**src/rtl/vxe_axi_switch_rsched.sv**
```systemverilog
// Response scheduler: weighted round-robin between the write- and read-response queues,
// popping the granted queue and registering the outgoing status/data strobes.
module vxe_axi_switch_rsched #(
    parameter int unsigned WEIGHT_RD = 4,
    parameter int unsigned WEIGHT_WR = 1
) (
    input  logic        clk,
    input  logic        rst,
    input  logic        i_cfg_fixed,
    input  logic        i_wr_vld,
    input  logic [8:0]  i_wr_stat,
    output logic        o_wr_pop,
    input  logic        i_rd_vld,
    input  logic [8:0]  i_rd_stat,
    input  logic [63:0] i_rd_data,
    output logic        o_rd_pop,
    input  logic        i_m_rss_rdy,
    output logic [8:0]  o_m_rss,
    output logic        o_m_rss_wr,
    input  logic        i_m_rsd_rdy,
    output logic [63:0] o_m_rsd,
    output logic        o_m_rsd_wr
);

    typedef enum logic {S_RD, S_WR} phase_e;

    localparam logic [8:0] W_RD = 9'(WEIGHT_RD);
    localparam logic [8:0] W_WR = 9'(WEIGHT_WR);

    phase_e      phase_q, phase_d;
    logic [7:0]  cnt_q, cnt_d;
    logic [8:0]  cnt_inc;
    logic        rd_el, wr_el;
    logic        grant_rd, grant_wr;

    logic [8:0]  rss_q;
    logic [63:0] rsd_q;
    logic        rss_wr_q, rsd_wr_q;

    // A read needs room in both master FIFOs; a write only produces status.
    assign rd_el   = i_rd_vld & i_m_rss_rdy & i_m_rsd_rdy;
    assign wr_el   = i_wr_vld & i_m_rss_rdy;
    assign cnt_inc = {1'b0, cnt_q} + 9'd1;

    // NOTE: every output of this block gets a default first, so no path can infer a latch.
    always_comb begin
        phase_d  = phase_q;
        cnt_d    = cnt_q;
        grant_rd = 1'b0;
        grant_wr = 1'b0;
        if (i_cfg_fixed) begin
            phase_d = S_RD;
            cnt_d   = '0;
            if (rd_el)      grant_rd = 1'b1;
            else if (wr_el) grant_wr = 1'b1;
        end else begin
            case (phase_q)
                S_RD: begin
                    if (rd_el) begin
                        grant_rd = 1'b1;
                        if (cnt_inc >= W_RD && i_wr_vld) begin
                            phase_d = S_WR;
                            cnt_d   = '0;
                        end else begin
                            cnt_d = (cnt_inc >= W_RD) ? W_RD[7:0] : cnt_inc[7:0];
                        end
                    end else if (wr_el) begin
                        // Serving a write while reads are blocked restarts the read budget.
                        grant_wr = 1'b1;
                        cnt_d    = '0;
                    end
                end
                S_WR: begin
                    if (wr_el) begin
                        grant_wr = 1'b1;
                        if (cnt_inc >= W_WR) begin
                            phase_d = S_RD;
                            cnt_d   = '0;
                        end else begin
                            cnt_d = cnt_inc[7:0];
                        end
                    end else if (rd_el) begin
                        grant_rd = 1'b1;
                        phase_d  = S_RD;
                        cnt_d    = 8'd1;
                    end
                end
                default: begin
                    phase_d = S_RD;
                    cnt_d   = '0;
                end
            endcase
        end
    end

    assign o_rd_pop = grant_rd & ~rst;
    assign o_wr_pop = grant_wr & ~rst;

    // NOTE: sequential state uses non-blocking assignments so every register samples pre-edge values.
    always_ff @(posedge clk) begin
        if (rst) begin
            phase_q  <= S_RD;
            cnt_q    <= '0;
            // NOTE: the datapath registers are reset too, since their value is visible on the ports.
            rss_q    <= '0;
            rsd_q    <= '0;
            rss_wr_q <= 1'b0;
            rsd_wr_q <= 1'b0;
        end else begin
            phase_q  <= phase_d;
            cnt_q    <= cnt_d;
            rss_wr_q <= grant_rd | grant_wr;
            rsd_wr_q <= grant_rd;
            if (grant_rd) begin
                rss_q <= i_rd_stat;
                rsd_q <= i_rd_data;
            end else if (grant_wr) begin
                rss_q <= i_wr_stat;
            end
        end
    end

    assign o_m_rss    = rss_q;
    assign o_m_rsd    = rsd_q;
    assign o_m_rss_wr = rss_wr_q;
    assign o_m_rsd_wr = rsd_wr_q;

endmodule

```
**config.mk**
```make
export PLATFORM = sky130hd
export DESIGN_NAME = vxe_axi_switch_rsched
export DESIGN_NICKNAME = d
export VERILOG_FILES = /design/src/rtl/vxe_axi_switch_rsched.sv
export SDC_FILE = /design/constraint.sdc
export NUM_CORES = 1
export LEC_CHECK = 0
export BUFFER_PORTS_ARGS = -buffer_cell sky130_fd_sc_hd__buf_2
export CORE_ASPECT_RATIO = 0.7
export CORE_UTILIZATION = 44
export DETAILED_ROUTE_END_ITERATION = 6
export PLACE_DENSITY = 0.79
export SLEW_MARGIN = 10
export SYNTH_ARGS = -nofsm -noshare
export SYNTH_HDL_FRONTEND = slang
export SYNTH_SLANG_ARGS = --single-unit
```
**constraint.sdc**
```tcl
create_clock -name clk -period 2.5 [get_ports clk]
set_clock_uncertainty 0.15 [all_clocks]
set_input_delay 0.375 -clock clk [delete_from_list [all_inputs] [get_ports clk]]
set_output_delay 0.375 -clock clk [all_outputs]
set_load 0.005 [all_outputs]
```
==> impl_metrics.prom <==
# TYPE chip_impl_metric gauge
chip_impl_metric{name="nets",unit=""} 641
chip_impl_info{name="r2r_path_end",value="phase_q"} 1
chip_impl_metric{name="worstRegToRegCells",unit=""} 4
chip_impl_metric{name="timing.max_slew.rel_slack",unit="%"} 51.91
chip_impl_metric{name="p_switching",unit="W"} 0.0006587
chip_impl_metric{name="cts.htree.levels",unit=""} 3
chip_impl_metric{name="placement.io_buffers",unit=""} 165
chip_impl_info{name="hold_ep",value="o_m_rsd[2]"} 1
chip_impl_info{name="synth_top_cells_by_area",value="sky130_fd_sc_hd__dfxtp_1 54%, sky130_fd_sc_hd__nand2_1 18%, sky130_fd_sc_hd__a21oi_1 11%"} 1
chip_impl_metric{name="worst_slew_pin_slew",unit="ns"} 0.7214
chip_impl_metric{name="overall_overflow_remaining_after_global_route",unit=""} 0
chip_impl_metric{name="power.clock.fraction",unit="%"} 34.1
chip_impl_info{name="cts.root.buffer_cell",value="sky130_fd_sc_hd__clkbuf_8"} 1
chip_impl_info{name="yosysTopAreaCell",value="sky130_fd_sc_hd__dfxtp_1"} 1
chip_impl_metric{name="dp_hpwl",unit="mm"} 5.936
chip_impl_metric{name="cts_resized",unit=""} 0
chip_impl_metric{name="synth.lib_cells_used.distinct",unit=""} 35
chip_impl_metric{name="antennaDiodeCount",unit=""} 0
chip_impl_info{name="sort_of_element_at_the_start_of_the_critical_path",value="register"} 1
chip_impl_info{name="rsz0062_at_grt",value="no"} 1
chip_impl_metric{name="arrival",unit="ns"} 2.19
chip_impl_metric{name="final_replace_weighted_congestion",unit=""} 0.7691
chip_impl_metric{name="ant_nets",unit=""} 0
chip_impl_info{name="yosysMostFrequentCell",value="sky130_fd_sc_hd__nand2_1"} 1
chip_impl_metric{name="number_of_drc_violations_after_detailed_routing_iteration_0",unit=""} 80
chip_impl_metric{name="report.final.hold_viol_count",unit=""} 0
chip_impl_metric{name="core_area",unit="mm²"} 0.006819
chip_impl_metric{name="ys_async_sr_fraction",unit="%"} 0
chip_impl_metric{name="post-layout-total-power",unit="W"} 0.002529
chip_impl_info{name="cts_tree",value="done"} 1
chip_impl_metric{name="gate_count_of_the_mapped_netlist",unit=""} 394
chip_impl_metric{name="initial_utilization",unit="%"} 45.89
chip_impl_metric{name="die_width",unit="µm"} 102.8
chip_impl_metric{name="yosysWarnings",unit=""} 0
chip_impl_metric{name="grt_usage",unit="%"} 22.24
chip_impl_info{name="hold_class",value="input pin to register"} 1
chip_impl_metric{name="clock_sinks",unit=""} 84
chip_impl_metric{name="cts_buffer_depth",unit=""} 2
chip_impl_metric{name="vdd.ir_drop.worst",unit="µV"} 372.4
chip_impl_metric{name="post_drt_wl_per_cell",unit="µm"} 12.60
chip_impl_metric{name="max_cap_violations",unit=""} 0
chip_impl_metric{name="global_route_wire_length_before_repair",unit="mm"} 12.88
chip_impl_metric{name="die-height",unit="µm"} 72.56
chip_impl_metric{name="post_cts_buffers",unit=""} 0
chip_impl_metric{name="first_global_vias",unit=""} 3033
chip_impl_metric{name="grt_max_degree",unit=""} 47
chip_impl_metric{name="power.combinational.fraction",unit="%"} 10.3
chip_impl_metric{name="postSynthRegisterBits",unit=""} 84
chip_impl_metric{name="num_io_pins",unit=""} 166
chip_impl_info{name="timing.critical_path.to_type",value="register"} 1
chip_impl_metric{name="leakage",unit="nW"} 1.966
chip_impl_metric{name="area.growth.synth_to_final",unit="%"} 34.03
chip_impl_metric{name="drtPass1Iterations",unit=""} 4
chip_impl_info{name="critPathKind",value="register to register"} 1
chip_impl_metric{name="postSynthNetCount",unit=""} 486
chip_impl_metric{name="synth_enable_flop_cells",unit=""} 0
chip_impl_metric{name="insertion_delay",unit="ns"} 0.35
chip_impl_metric{name="finalWorstPathRequiredPeriod",unit="ns"} 2.058
chip_impl_metric{name="mappedNetlistArea",unit="mm²"} 0.003129
chip_impl_metric{name="finalSetupViolCount",unit=""} 0
chip_impl_metric{name="rrSetupSlack",unit="ns"} 0.44
chip_impl_metric{name="power_density",unit="mW/mm²"} 602.9
chip_impl_metric{name="antenna_found_initial",unit=""} 0
chip_impl_metric{name="fp.dieArea",unit="mm²"} 0.007458
chip_impl_metric{name="drc",unit=""} 0
chip_impl_metric{name="crit_fanout",unit=""} 6
chip_impl_metric{name="synth_largest_type_area_fraction",unit="%"} 53.74
chip_impl_metric{name="hold-path-cell-count",unit=""} 3
chip_impl_metric{name="via_density",unit=""} 4.914
chip_impl_metric{name="detail_route.wirelength",unit="mm"} 8.168
chip_impl_info{name="synth_commonest_cells",value="149 x sky130_fd_sc_hd__nand2_1, 84 x sky130_fd_sc_hd__dfxtp_1, 66 x sky130_fd_sc_hd__a21oi_1"} 1
chip_impl_metric{name="final.setup.tns",unit="ns"} 0
chip_impl_metric{name="worst-endpoint-required",unit="ns"} 2.63
chip_impl_metric{name="achievable-frequency",unit="MHz"} 485.8
chip_impl_metric{name="layout_worst_path_cycle_share",unit="%"} 82.33
chip_impl_info{name="hold_path.startpoint",value="i_rd_data[2]"} 1
chip_impl_metric{name="via_count",unit=""} 3184
chip_impl_metric{name="internal_power",unit="W"} 0.001870
chip_impl_metric{name="report.final.slew_viol_count",unit=""} 0
chip_impl_info{name="synth-main-ff-cell",value="sky130_fd_sc_hd__dfxtp_1"} 1
chip_impl_info{name="outcome",value="complete, no violations"} 1
chip_impl_metric{name="cts-buffers-inserted",unit=""} 9
chip_impl_metric{name="avgSynthCellArea",unit="µm²"} 7.942
chip_impl_metric{name="sw_share",unit="%"} 26.05
chip_impl_metric{name="reg_power_share",unit="%"} 55.6
chip_impl_metric{name="cts-hold-fix-buffers",unit=""} 0
chip_impl_info{name="worst_r2r_startpoint",value="cnt_q[0]"} 1
chip_impl_metric{name="fraction_of_layout_cells_with_a_size_suffix_above_1",unit="%"} 34.48
chip_impl_metric{name="synth_seq_area_share",unit="%"} 53.74
chip_impl_metric{name="clk_pin_slew",unit="ns"} 0.09
chip_impl_metric{name="placement_rows",unit=""} 25
[cell type report]
class | count | area, µm²
Clock buffer | 9 | 123.9
Clock inverter | 7 | 51.30
Fill cell | 648 | 2625
Inverter | 4 | 15.01
Multi-Input combinational cell | 278 | 1326
Sequential cell | 84 | 1682
Tap cell | 94 | 117.6
Timing Repair Buffer | 172 | 878.3
[worst max-delay path by stage]
stage | startpoint | to | slack, ns | cells after the start
after floorplan | cnt_q[0] | phase_q | 0.67 | 4
after global placement | cnt_q[0] | phase_q | 0.56 | 4
after detailed placement | cnt_q[0] | phase_q | 0.49 | 4
after CTS | phase_q | o_rd_pop | 0.44 | 5
after global routing | phase_q | o_rd_pop | 0.31 | 5
final | cnt_q[0] | phase_q | 0.44 | 4
[flip-flops by register name, summed over array words and instances (netlist names)]
name	cells
o_m_rsd	64
o_m_rss	9
cnt_q	8
o_m_rsd_wr	1
o_m_rss_wr	1
phase_q	1
[through the flow]
stage                     setup slack (ns)  cells  util (%)  hold slack (ns)  cell area (µm²)
final                               0.4417    648     61.50           0.1089             4194
after CTS                           0.4381    648     61.50          0.08461             4194
after global placement              0.5551    632     58.94           0.2883             4019
after floorplan                     0.6690    394         -           0.3027             3129
after global routing                0.3140    648     61.50          0.09147             4194
after detailed placement            0.4902    632     58.94           0.2946             4019
[critical path, cell delays in order (launching register included)]
cell	delay [ns]
sky130_fd_sc_hd__dfxtp_1	0.37
sky130_fd_sc_hd__ha_1	0.24
sky130_fd_sc_hd__or4_1	0.40
sky130_fd_sc_hd__a222oi_1	0.59
sky130_fd_sc_hd__mux2i_1	0.25
[cell families (layout without fill, tap and decap cells)]
| family | count (synthesis) | after routing | share of synthesized area [%] |
|---|---|---|---|
| flip-flops | 84 | 84 | 53.74 |
| AND/OR/NAND/NOR | 184 | 184 | 23.67 |
| AO/OA/AOI/OAI | 89 | 89 | 16.51 |
| XOR/XNOR | 1 | 1 | 0.2799 |
| multiplexers | 1 | 1 | 0.3199 |
| buffers and inverters | 32 | 192 | 4.278 |
| adder cells (fa/ha/maj) | 3 | 3 | 1.200 |
[power groups by stage]
stage               Clock (W)  Combinational, W  Sequential (W)
floorplan                   0          0.000113         0.00144
global placement            0          0.000255         0.00144
detailed placement          0          0.000262         0.00144
CTS                  0.000895          0.000262         0.00141
global route         0.000937          0.000296         0.00141
finish               0.000863          0.000261         0.00141
[layer usage]
metal / part of all wire [%] / global-route usage [%] / vias up
met5: 0 / 0 / -
met4: 1.3 / 7.981 / 0
met3: 10 / 9.538 / 9
met2: 46 / 38.96 / 132
met1: 42 / 23.99 / 1430
li1: - / - / 1613
[layout by cell type (no fill, tap or decap), types with 2 or more instances in the layout]
| master | instances |
|---|---|
| sky130_fd_sc_hd__and2_1 | 2 |
| sky130_fd_sc_hd__nand3_1 | 2 |
| sky130_fd_sc_hd__nand4_1 | 2 |
| sky130_fd_sc_hd__clkbuf_8 | 9 |
| sky130_fd_sc_hd__buf_4 | 7 |
| sky130_fd_sc_hd__clkinv_2 | 2 |
| sky130_fd_sc_hd__ha_1 | 3 |
| sky130_fd_sc_hd__nand2_1 | 149 |
| sky130_fd_sc_hd__and3_1 | 7 |
| sky130_fd_sc_hd__dfxtp_1 | 84 |
| sky130_fd_sc_hd__a211oi_1 | 2 |
| sky130_fd_sc_hd__clkinvlp_4 | 2 |
| sky130_fd_sc_hd__buf_2 | 165 |
| sky130_fd_sc_hd__inv_6 | 2 |
| sky130_fd_sc_hd__nor2_1 | 16 |
| sky130_fd_sc_hd__inv_1 | 4 |
| sky130_fd_sc_hd__a311oi_1 | 9 |
| sky130_fd_sc_hd__o211ai_1 | 2 |
| sky130_fd_sc_hd__a21oi_1 | 66 |
No activity file was read; power rests on OpenSTA's default activity.
